File: config.mk
export PLATFORM = sky130hd
export DESIGN_NAME = bf_prog_loader
export DESIGN_NICKNAME = d
export VERILOG_FILES = /design/src/rtl/bf_pkg.sv /design/src/rtl/bf_char_decode.sv /design/src/rtl/bf_prog_loader.sv
export SDC_FILE = /design/constraint.sdc
export NUM_CORES = 1
export LEC_CHECK = 0
export ABC_AREA = 1
export CAP_MARGIN = 20
export CORE_ASPECT_RATIO = 1.1
export CORE_UTILIZATION = 30
export CTS_BUF_LIST = sky130_fd_sc_hd__clkbuf_4 sky130_fd_sc_hd__clkbuf_8 sky130_fd_sc_hd__clkbuf_16
export DETAILED_ROUTE_END_ITERATION = 16
export GPL_TIMING_DRIVEN = 0
export PLACE_DENSITY_LB_ADDON = 0.2
export SLEW_MARGIN = 5
export SYNTH_ARGS = -nofsm -noshare
export SYNTH_HDL_FRONTEND = slang
export SYNTH_SLANG_ARGS = --single-unit
File: constraint.sdc
create_clock -name clk_i -period 1.7 [get_ports clk_i]
set_input_delay 0.34 -clock clk_i [delete_from_list [all_inputs] [get_ports clk_i]]
set_output_delay 0.34 -clock clk_i [all_outputs]
set_load 0.02 [all_outputs]
File: src/rtl/bf_pkg.sv
// Shared TinyBF definitions: 4-bit opcodes, loader state encoding, default terminator.
package bf_pkg;

  localparam logic [3:0] OP_END     = 4'd0;
  localparam logic [3:0] OP_INC_PTR = 4'd1;
  localparam logic [3:0] OP_DEC_PTR = 4'd2;
  localparam logic [3:0] OP_INC     = 4'd3;
  localparam logic [3:0] OP_DEC     = 4'd4;
  localparam logic [3:0] OP_OUT     = 4'd5;
  localparam logic [3:0] OP_IN      = 4'd6;
  localparam logic [3:0] OP_JMPF    = 4'd7;
  localparam logic [3:0] OP_JMPB    = 4'd8;

  localparam logic [7:0] TERM_CHAR_DEFAULT = 8'h21;

  typedef enum logic [1:0] {
    ST_IDLE = 2'd0,
    ST_RECV = 2'd1,
    ST_FILL = 2'd2,
    ST_DONE = 2'd3
  } ld_state_e;

  typedef struct packed {
    logic       is_cmd;
    logic       is_term;
    logic [3:0] opcode;
  } dec_t;

endpackage

File: src/rtl/bf_char_decode.sv
// Combinational byte classifier: Brainfuck command -> opcode, terminator detect, else comment.
module bf_char_decode
  import bf_pkg::*;
#(
  parameter logic [7:0] TERM_CHAR = TERM_CHAR_DEFAULT
) (
  input  logic [7:0] byte_i,
  output dec_t       dec_o
);

  always_comb begin
    dec_o = '0;
    case (byte_i)
      8'h3E:   begin dec_o.is_cmd = 1'b1; dec_o.opcode = OP_INC_PTR; end
      8'h3C:   begin dec_o.is_cmd = 1'b1; dec_o.opcode = OP_DEC_PTR; end
      8'h2B:   begin dec_o.is_cmd = 1'b1; dec_o.opcode = OP_INC;     end
      8'h2D:   begin dec_o.is_cmd = 1'b1; dec_o.opcode = OP_DEC;     end
      8'h2E:   begin dec_o.is_cmd = 1'b1; dec_o.opcode = OP_OUT;     end
      8'h2C:   begin dec_o.is_cmd = 1'b1; dec_o.opcode = OP_IN;      end
      8'h5B:   begin dec_o.is_cmd = 1'b1; dec_o.opcode = OP_JMPF;    end
      8'h5D:   begin dec_o.is_cmd = 1'b1; dec_o.opcode = OP_JMPB;    end
      default: ;
    endcase
    // Terminator wins even if a non-default TERM_CHAR collides with a command.
    if (byte_i == TERM_CHAR || byte_i == 8'h00) begin
      dec_o.is_term = 1'b1;
      dec_o.is_cmd  = 1'b0;
    end
  end

endmodule

File: src/rtl/bf_prog_loader.sv
// Upload sequencer: encodes received Brainfuck bytes into program memory, pads with END,
// checks bracket balance and reports done/error.
module bf_prog_loader
  import bf_pkg::*;
#(
  parameter int         ADDR_W    = 5,
  parameter int         INSTR_W   = 4,
  parameter logic [7:0] TERM_CHAR = 8'h21
) (
  input  logic              clk_i,
  input  logic              rst_i,
  input  logic              prog_mode_i,
  input  logic              rx_valid_i,
  input  logic [7:0]        rx_data_i,
  output logic              mem_we_o,
  output logic [ADDR_W-1:0] mem_addr_o,
  output logic [INSTR_W-1:0] mem_wdata_o,
  output logic              prog_busy_o,
  output logic              done_o,
  output logic              err_o,
  output logic [ADDR_W:0]   len_o
);

  // rx_valid_i is a one-cycle strobe with no ready: a byte is consumed in the cycle it is
  // valid (RECV only) or it is lost; mem_we_o is a one-cycle write strobe, no backpressure.

  localparam logic [ADDR_W:0]   PTR_FULL  = {1'b1, {ADDR_W{1'b0}}};
  localparam logic [ADDR_W:0]   PTR_ONE   = {{ADDR_W{1'b0}}, 1'b1};
  localparam logic [ADDR_W-1:0] DEPTH_ONE = {{(ADDR_W-1){1'b0}}, 1'b1};
  localparam logic [ADDR_W-1:0] DEPTH_MAX = '1;

  ld_state_e          state_q;
  logic [ADDR_W:0]    wr_ptr_q;
  logic [ADDR_W-1:0]  depth_q;
  logic               err_q;
  logic               err_out_q;
  logic [ADDR_W:0]    len_q;
  logic               mem_we_q;
  logic [ADDR_W-1:0]  mem_addr_q;
  logic [INSTR_W-1:0] mem_wdata_q;
  logic               busy_q;
  logic               done_q;

  dec_t dec;
  logic term_err_d;
  logic end_recv_d;

  bf_char_decode #(.TERM_CHAR(TERM_CHAR)) u_decode (
    .byte_i (rx_data_i),
    .dec_o  (dec)
  );

  assign term_err_d = err_q | (depth_q != '0);
  // A falling prog_mode_i ends the upload and takes priority over a coincident byte.
  assign end_recv_d = !prog_mode_i || (rx_valid_i && dec.is_term);

  always_ff @(posedge clk_i or negedge rst_i) begin
    if (!rst_i) begin
      state_q     <= ST_IDLE;
      wr_ptr_q    <= '0;
      depth_q     <= '0;
      err_q       <= 1'b0;
      err_out_q   <= 1'b0;
      len_q       <= '0;
      mem_we_q    <= 1'b0;
      mem_addr_q  <= '0;
      mem_wdata_q <= '0;
      busy_q      <= 1'b0;
      done_q      <= 1'b0;
    end else begin
      mem_we_q <= 1'b0;
      case (state_q)
        ST_IDLE: begin
          if (prog_mode_i) begin
            state_q  <= ST_RECV;
            busy_q   <= 1'b1;
            wr_ptr_q <= '0;
            depth_q  <= '0;
            err_q    <= 1'b0;
            len_q    <= '0;
          end
        end
        ST_RECV: begin
          if (end_recv_d) begin
            len_q <= wr_ptr_q;
            err_q <= term_err_d;
            if (wr_ptr_q == PTR_FULL) begin
              state_q   <= ST_DONE;
              busy_q    <= 1'b0;
              done_q    <= 1'b1;
              err_out_q <= term_err_d;
            end else begin
              state_q <= ST_FILL;
            end
          end else if (rx_valid_i && dec.is_cmd) begin
            if (wr_ptr_q == PTR_FULL) begin
              err_q <= 1'b1;
            end else begin
              mem_we_q    <= 1'b1;
              mem_addr_q  <= wr_ptr_q[ADDR_W-1:0];
              mem_wdata_q <= INSTR_W'(dec.opcode);
              wr_ptr_q    <= wr_ptr_q + PTR_ONE;
              if (dec.opcode == OP_JMPF) begin
                if (depth_q != DEPTH_MAX) depth_q <= depth_q + DEPTH_ONE;
              end else if (dec.opcode == OP_JMPB) begin
                if (depth_q == '0) err_q <= 1'b1;
                else               depth_q <= depth_q - DEPTH_ONE;
              end
            end
          end
        end
        ST_FILL: begin
          mem_we_q    <= 1'b1;
          mem_addr_q  <= wr_ptr_q[ADDR_W-1:0];
          mem_wdata_q <= INSTR_W'(OP_END);
          wr_ptr_q    <= wr_ptr_q + PTR_ONE;
          if (wr_ptr_q[ADDR_W-1:0] == '1) begin
            state_q   <= ST_DONE;
            busy_q    <= 1'b0;
            done_q    <= 1'b1;
            err_out_q <= err_q;
          end
        end
        ST_DONE: begin
          if (!prog_mode_i) begin
            state_q   <= ST_IDLE;
            done_q    <= 1'b0;
            err_out_q <= 1'b0;
          end
        end
        default: state_q <= ST_IDLE;
      endcase
    end
  end

  assign mem_we_o    = mem_we_q;
  assign mem_addr_o  = mem_addr_q;
  assign mem_wdata_o = mem_wdata_q;
  assign prog_busy_o = busy_q;
  assign done_o      = done_q;
  assign err_o       = err_out_q;
  assign len_o       = len_q;

endmodule

==> impl_results.md <==
* RSZ-0062 raised after global routing: true
* Fin nets at 392
* Lkg Pwr at 0.00153 uW
* DR pass1 iterations at 12
* Fillers at 748
* Post-synth ARST share at 1.00
* GRT Util Overall at 0.162
* Achievable frequency at 612 MHz
* Failing checks: design-rule violations
* Skew final at 0.00769 ns
* Sequential area share after synthesis at 0.371
* CTS tree: done
* Hold WS at 0.111 ns
* Cells after synthesis at 308
* CTS sink cnt at 33
* Met1 wire length at 2790 um
* Routed Antenna Nets at 0
* Power share of the sequential group at 0.241
* PwrDens at 1620 nW/um^2
* Minimum clock period at 1.63 ns
* CTS H-tree depth at 2
* Die width at 84.2 um
* IO Pins at 31
* Most frequent cells in the layout: nand2_1, dfrtp_1, nand4_1
* Fin util at 0.431
* Power Internal at 2600 uW
* Switching pwr at 2340 uW
* Critical Path AT at 1.81 ns
* Rel. slew slack at 0.499
* Worst Path Class, Setup: reg2reg
* Startpoint types: flip-flop
* Slowest-stage cell, CP: dfrtp_1
* RePlAce Congestion at 0.819
* FF-to-FF path depth at 8
* Post-CTS Hold Buffers at 0
* Status: complete, but fails checks
* Peak supply drop at 0.000471 V
* Worst-path maximum fanout at 8
* ANT cells at 0
* Synth Area in Compound Gates at 0.0651
* Placed Cells at 423
* Worst path cell trace: ha_1 -> buf_6 -> buf_4 -> buf_4 -> nand2_4 -> nand3_2 -> nand2_1 -> nand2_1
* Final worst-path cycle share at 0.961
* DRC at 5
* TritonCTS buffer count at 5
* Final HPWL from detailed placement at 4120 um
* Cell row count at 32
* Drt total wl at 5820 um
* Iter 0 DRT Violations at 140
* Gr ovfl total at 0
* Clock network power share at 0.122
* Via count at 2188
* Max cap viols at 0
* Highest routed layer: met4
* Die area at 7780 sq um
* Worst-Skew Late Latency at 0.29 ns
* Post-synthesis cell area at 2230 sq um
* Syn nets at 331
* Syn. warnings at 0
* Vias per inst at 4.81
* Comb power frac at 0.637
* Post-DP Area at 2650 sq um
* Top FF cell, synth: dfrtp_1
* Slew @ Worst Pin at 0.752 ns
* First-pass GRT wire length at 10100 um
* P&R area growth vs syn at 37.2%
* EDFF count, synth at 0
* Main combinational cell family by area after synthesis: simple AND/OR/NAND/NOR gates
* Met2 Wirelength at 2680 um
* Setup crit end kind: flip-flop
* Clock-pin slew on the worst setup and hold paths at 0.08 ns
* Number of global-route vias before repair at 2160
* Post-Synth Simple-Gate Area at 0.405
* Largest net degree at the start of global routing at 34
* Starting Density at 0.314
* Synth Area in Adders at 0.0651
* FF/Latch Area at 828 sq um
* Finish-stage setup viols at 0
* Post-Layout Inst Area at 3060 sq um
* Number of synthesized register bits at 33
* Antenna violations before repair at 0
* CORE AREA at 7090 sq um
* Total power at 4940 uW
* Layout cells sized above 1 at 0.284
* Post-Synth XOR/XNOR Area at 0.00786
* Crit path required time at 1.88 ns
* Yosys cell types at 28
* Buffer depth of the longest clock path at 2
* Most common library cell in the layout ignoring fill and taps: nand2_1
* Final Hold Vio Count at 0
* Multi-input gate area in the final layout at 1380 sq um
* Root buffer cell: clkbuf_8
* Post-synthesis mux area share at 0
* Pins over their slew limit at 0
* Number of port buffers at 30
* Mean post-synth cell area at 7.24 sq um
* Hold Crit Class: in2async
* Die Y at 92.4 um
* Sw frac at 0.473
* Final non-filler cell total at 455
* Highest cell delay on the worst timing path at 0.42 ns
* DR WL met3 at 213 um
* WL per Instance at 12.8 um
-- per-stage QoR --
step / TNS, ns / setup WS [ns]
final: 0 / 0.0659
after floorplan: 0 / 0.00470
after global routing: -0.0187 / -0.00949
after detailed placement: -13.12 / -0.675
after CTS: 0 / 0.00602
after global placement: -27.62 / -0.654
-- cells by family (layout without fill, tap and decap cells) --
group	Yosys count	after routing
AND/OR/NAND/NOR	194	194
adder cells (fa/ha/maj)	11	11
flip-flops	33	33
buffers and inverters	40	102
AO/OA/AOI/OAI	28	28
XOR/XNOR	2	2
-- cell type report --
class | count | share of cell area
plain buffers | 9 | 0.0278
clock inverters | 3 | 0.00573
repair buffers | 54 | 0.149
multi-input cells | 235 | 0.450
flip-flops and latches | 33 | 0.271
well taps | 85 | 0.0348
clock buffers | 5 | 0.0225
inverters | 31 | 0.0393
-- worst max-delay path, delay by kind of cell, from the launching register on --
family | cells | cell delay [ns]
AND/OR/NAND/NOR | 4 | 0.44
flip-flops | 1 | 0.42
adder cells (fa/ha/maj) | 1 | 0.22
buffers and inverters | 3 | 0.44
-- power by group through the flow --
stage | clock network (uW) | logic, uW | registers, uW
2_1_floorplan | 0 | 1610 | 1300
3_3_place_gp | 0 | 2430 | 1220
3_5_place_dp | 0 | 2450 | 1220
4_1_cts | 619 | 2880 | 1190
5_1_grt | 651 | 3490 | 1220
6_report | 602 | 3150 | 1190
-- flip-flops by register name, summed over array words and instances (netlist names) --
name and flops:
depth_q 5, done_o 1, err_o 1, err_q 1, len_o 6, mem_addr_o 5
mem_wdata_o 4, mem_we_o 1, prog_busy_o 1, state_q 2, wr_ptr_q 6
-- path summary, 6_finish.rpt --
kind	to	slack (ns)	start
min in group clk_i	mem_wdata_o[3]	0.47	mem_wdata_o[3]
setup / recovery	wr_ptr_q[5]	0.07	state_q[0]
hold reg to reg	mem_wdata_o[3]	0.47	mem_wdata_o[3]
hold / removal	mem_addr_o[1]	0.11	rst_i
max in group asynchronous	wr_ptr_q[0]	1.06	rst_i
setup reg to reg	wr_ptr_q[5]	0.07	state_q[0]
-- synth_stat cells, types with 3 or more instances --
cell       n  area share
nor2_1    25       0.042
ha_1      10       0.056
a21oi_1   12       0.027
o21ai_0    3      0.0067
nor2_2     3      0.0084
nand3_1   12       0.027
nor3_1     4      0.0090
inv_1     27       0.045
o21ai_1   11       0.025
nand2_2   10       0.028
nand2_1  105        0.18
buf_2      3      0.0067
nand4_1   24       0.067
dfrtp_1   33        0.37
buf_6      5       0.025
inv_2      3      0.0051
nand3_2    4       0.018
-- routing by layer --
metal,track usage,up-vias
li1,-,1124
met1,0.207,999
met2,0.274,53
met3,0.0312,12
met4,0.0560,0
met5,0,-
-- what timing repair did --
item	CTS	global route
gates resized for setup	36	33
setup buffers	19	5
pin swaps	11	11
setup endpoints to repair	32	32
hold endpoints to repair	0	0
No activity file was read; power rests on OpenSTA's default activity.
